===== src/rtl/selector_2bits_reg.sv =====
// Registered 4-to-1 word selector: a 2-bit code picks one of four operands,
// which is presented on result one clock later, with valid marking post-reset data.
module selector_2bits_reg #(
    parameter int unsigned WIDTH = 8
) (
    input  logic             clk,
    input  logic             Reset,
    input  logic [WIDTH-1:0] number1,
    input  logic [WIDTH-1:0] number2,
    input  logic [WIDTH-1:0] number3,
    input  logic [WIDTH-1:0] number4,
    input  logic [1:0]       select,
    output logic [WIDTH-1:0] result,
    output logic             valid
);

    logic [WIDTH-1:0] w_selected;
    logic [WIDTH-1:0] r_result;
    logic             r_valid;

    // Full decode of the selection code; every code maps to one operand.
    always_comb begin
        w_selected = number1;
        unique case (select)
            2'd0: w_selected = number1;
            2'd1: w_selected = number2;
            2'd2: w_selected = number3;
            2'd3: w_selected = number4;
        endcase
    end

    // Output register; reset wins over selection and discards any prior value.
    always_ff @(posedge clk) begin
        if (Reset) begin
            r_result <= '0;
            r_valid  <= 1'b0;
        end else begin
            r_result <= w_selected;
            r_valid  <= 1'b1;
        end
    end

    assign result = r_result;
    assign valid  = r_valid;

endmodule


===== config.mk =====
export PLATFORM = sky130hd
export DESIGN_NAME = selector_2bits_reg
export DESIGN_NICKNAME = d
export VERILOG_FILES = /design/src/rtl/selector_2bits_reg.sv
export SDC_FILE = /design/constraint.sdc
export NUM_CORES = 1
export LEC_CHECK = 0
export CAP_MARGIN = 20
export CORE_UTILIZATION = 30
export CTS_BUF_LIST = sky130_fd_sc_hd__clkbuf_16
export DETAILED_ROUTE_END_ITERATION = 8
export PLACE_DENSITY = 0.78
export SLEW_MARGIN = 20
export SYNTH_ARGS = -nofsm -noshare
export SYNTH_HDL_FRONTEND = slang
export SYNTH_SLANG_ARGS = --single-unit

===== constraint.sdc =====
create_clock -name clk -period 1.6 [get_ports clk]
set_clock_uncertainty 0.15 [all_clocks]
set_input_delay 0.32 -clock clk [delete_from_list [all_inputs] [get_ports clk]]
set_output_delay 0.32 -clock clk [all_outputs]
set_load 0.005 [all_outputs]

[Word level (Yosys, flattened, before mapping)]
Index checks and enable logic that the tools add are counted.
Cells by class
  equality and inequality tests: 3
  reduce and logical (&&, ||, !) cells: 1
  muxes and demuxes: 2
Operators by type and width (count)
  $pmux W8 S4: 1
  $eq A2 B2 Y1 const B: 2
  $eq A2 B1 Y1 const B: 1
  $logic_not A2 Y1: 1
  $mux W1: 1
Storage, ports and cells
  output and inout bits: 9
  input bits: 36
  register bits after elaboration: 9
  word-level logic and storage cells: 8

[Depth between registers and ports, before layout]
  depth in word-level cells: 2
  gate-level depth with buffers: 4

[Worst setup path after synthesis]
OpenSTA, ideal clock, no wires.
  path type: input to register
  start: in select[1]
  end: reg r_result[0], in the netlist result[0]
  path slack: 0.496 ns
  library setup time: 0.130 ns
  stages: 4
  arrival: 0.824 ns
  cell sequence: buf_6 buf_12 mux2i_1 o22ai_1
On the way
  cells in the longest elaborated chain, start to end: 2
  elaborated cells between the ends (all ways): 5
  classes of those cells: eq/ne (3); mux (1); reduce/logical (1)
RTL lines
  from (decl): line 12  | input logic [1:0] select,
  $eq A2 B2 Y1 (tied with other cells): line 24  | unique case (select)
  $pmux W8 S4 *: line 24
  to (signal assigned): line 38  | r_result <= w_selected;
  to (decl): line 18  | logic [WIDTH-1:0] r_result;
Mark *: on every way between the ends. The rest lies on a longest branch, timed or not.
A chain may end at the register's enable or synchronous reset.

[Worst setup path in the final report]
  start: reg r_valid, in the netlist valid
  end: out valid
RTL lines
  from (decl): line 19  | logic r_valid;
  from (signal assigned): line 36  | r_valid <= 1'b0;
  from (signal assigned): line 39  | r_valid <= 1'b1;
  to (decl): line 14  | output logic valid
No word-level cell between the ends.

==> flow_summary.toml <==
[placement]
placed_cells = 96
port_buffers = 44
placedInstanceArea_um2 = 886
place_hpwl_um = 928
gp_congestion = 0.621

[timing]
max_freq_mhz = 669
setup_viol = 0
slew_viol_final = 0
relSlewSlack_pct = 77.9
fin_crit_sh_pct = 93.4
period_minus_slack_ns = 1.50
holdWs_ns = 0.438
hold_viol_final = 0
rsz0062_at_grt = "false"
tns_ns = 0
worst_slew_pin_slew_ns = 0.332

[die]
fp.dieH_um = 40.6
start_util_pct = 33.1
num_rows = 13
die_w_um = 40.6
pin_count = 45
core_area_um2 = 1350
fp.dieArea_um2 = 1650

[drt]
routedWlPerCell_um = 12.9
dr.pass1.iters = 4
first_iter_violations = 3
drc = 0
num_vias = 496
vias_per_cell = 4.96
wirelength_um = 1290
ant_nets = 0

[synthesis]
mappedNetlistNets = 76
syn_area_per_cell_um2 = 11.2
synth_seq_area_share_pct = 40.3
ys_types = 10
yosysWarnings = 0
ys_ff_latch = 9
netlist_area_um2 = 447
syn_inst = 40

[clock_tree]
ctsResizeCount = 0
h-tree-depth = 1
clkSlewWorstSetupHoldPaths_ns = 0.04
root_buffer = "clkbuf_16"
cts_tree = "built"
cts_inserted_buffers = 3
postCtsSetupBuffers = 0
clock_sinks = 9
clockBufferDepth = 2
ctsHoldBuffers = 0

[power]
vdd_drop_max_mv = 0.634
p_seq_share_pct = 28.7
combPwrFrac_pct = 21.3
p_per_area_nw_per_um2 = 891
switching_share_pct = 18.2
netSwitchingPower_mw = 0.156
clockPowerShare_pct = 50.0
p_int_mw = 0.703
p_leak_nw = 0.412

[setup_path]
cpPeakStageDelay_ns = 0.49
cp_num_buf_inv = 1
critical_path_class = "reg -> out"
critPathMaxFanout = 1
required_ns = 1.13
critPathLaunchType = "flip-flop"
cp_top_family = "buffers and inverters"
crit_chain = "clkdlybuf4s50_1"
arrival_ns = 1.03
end_kind = "output port"
slowest_stage = "clkdlybuf4s50_1"

[global_route]
grt_first_pass_wirelength_um = 1790
grt_pass1_vias = 418
grt.overflow.total = 0
grt_max_degree = 17
antenna_found_initial = 0
grt_util_all_layers_pct = 17.7

[finish]
n_antenna_cell = 0
drive_gt1_share_pct = 4.71
final_core_util_pct = 71.5
final_cells = 100
final_nets = 122
finalInstanceArea_um2 = 965
area_delta_synth_final_pct = 116

[min_path]
hold_class = "in -> reg"

[job]
cap_violations = 0

[run_status]
status = "finished clean"
## power groups by stage
stage	combinational, mW	clock, mW	sequential (mW)
floorplan	0.0582	0	0.254
global placement	0.181	0	0.251
detailed placement	0.182	0	0.251
CTS	0.185	0.437	0.247
global route	0.197	0.450	0.249
finish	0.183	0.430	0.247
## cells in the final DEF, fill, tap and decap left out
master / instances
clkdlybuf4s50_1: 44
or2_1: 1
nand2b_1: 1
inv_1: 2
dfxtp_1: 9
clkbuf_16: 3
o22ai_1: 8
mux2i_1: 16
buf_12: 1
## state kept, by name (all words and copies together) (netlist names)
signal	flops
valid	1
result	8
## stage by stage
step | power (mW) | setup WS [ns]
2_1_floorplan | 0.312 | 0.496
3_3_place_gp | 0.431 | 0.00386
3_5_place_dp | 0.433 | 0.0105
4_1_cts | 0.869 | 0.0933
5_1_grt | 0.895 | 0.0625
6_report | 0.860 | 0.105
## path summary, 6_finish.rpt
check,startpoint,endpoint,slack [ns],cells past startpoint
setup / recovery,valid,valid,0.10,1
hold / removal,Reset,valid,0.44,2
## layout make-up
| type | instances | area (µm²) |
|---|---|---|
| repair buffers | 45 | 460 |
| fillers | 115 | 385 |
| multi-input cells | 26 | 223 |
| flip-flops and latches | 9 | 180 |
| clock buffers | 3 | 75.1 |
| well taps | 15 | 18.8 |
| clock inverters | 1 | 3.75 |
| inverters | 1 | 3.75 |
## synth_stat cells
master / instances / area, µm²
buf_1: 1 / 3.75
buf_12: 1 / 20.0
or2_1: 1 / 6.26
clkbuf_2: 1 / 5.00
o22ai_1: 8 / 50.1
inv_1: 1 / 3.75
buf_6: 1 / 11.3
dfxtp_1: 9 / 180
mux2i_1: 16 / 160
nand2b_1: 1 / 6.26
## metal layers
metal / part of all wire [%] / global-route usage (%) / vias to the layer above
li1: - / - / 238
met1: 41 / 17.0 / 221
met2: 44 / 31.0 / 33
met3: 14 / 6.11 / 4
met4: 1.9 / 12.5 / 0
met5: 0 / 0 / -
## logic make-up after synthesis
kind of cell | synth area share (%)
mux | 35.9
buf+inv | 9.80
flops | 40.3
compound gates | 11.2
simple gates | 2.80
(Power assumes the default switching activity.)
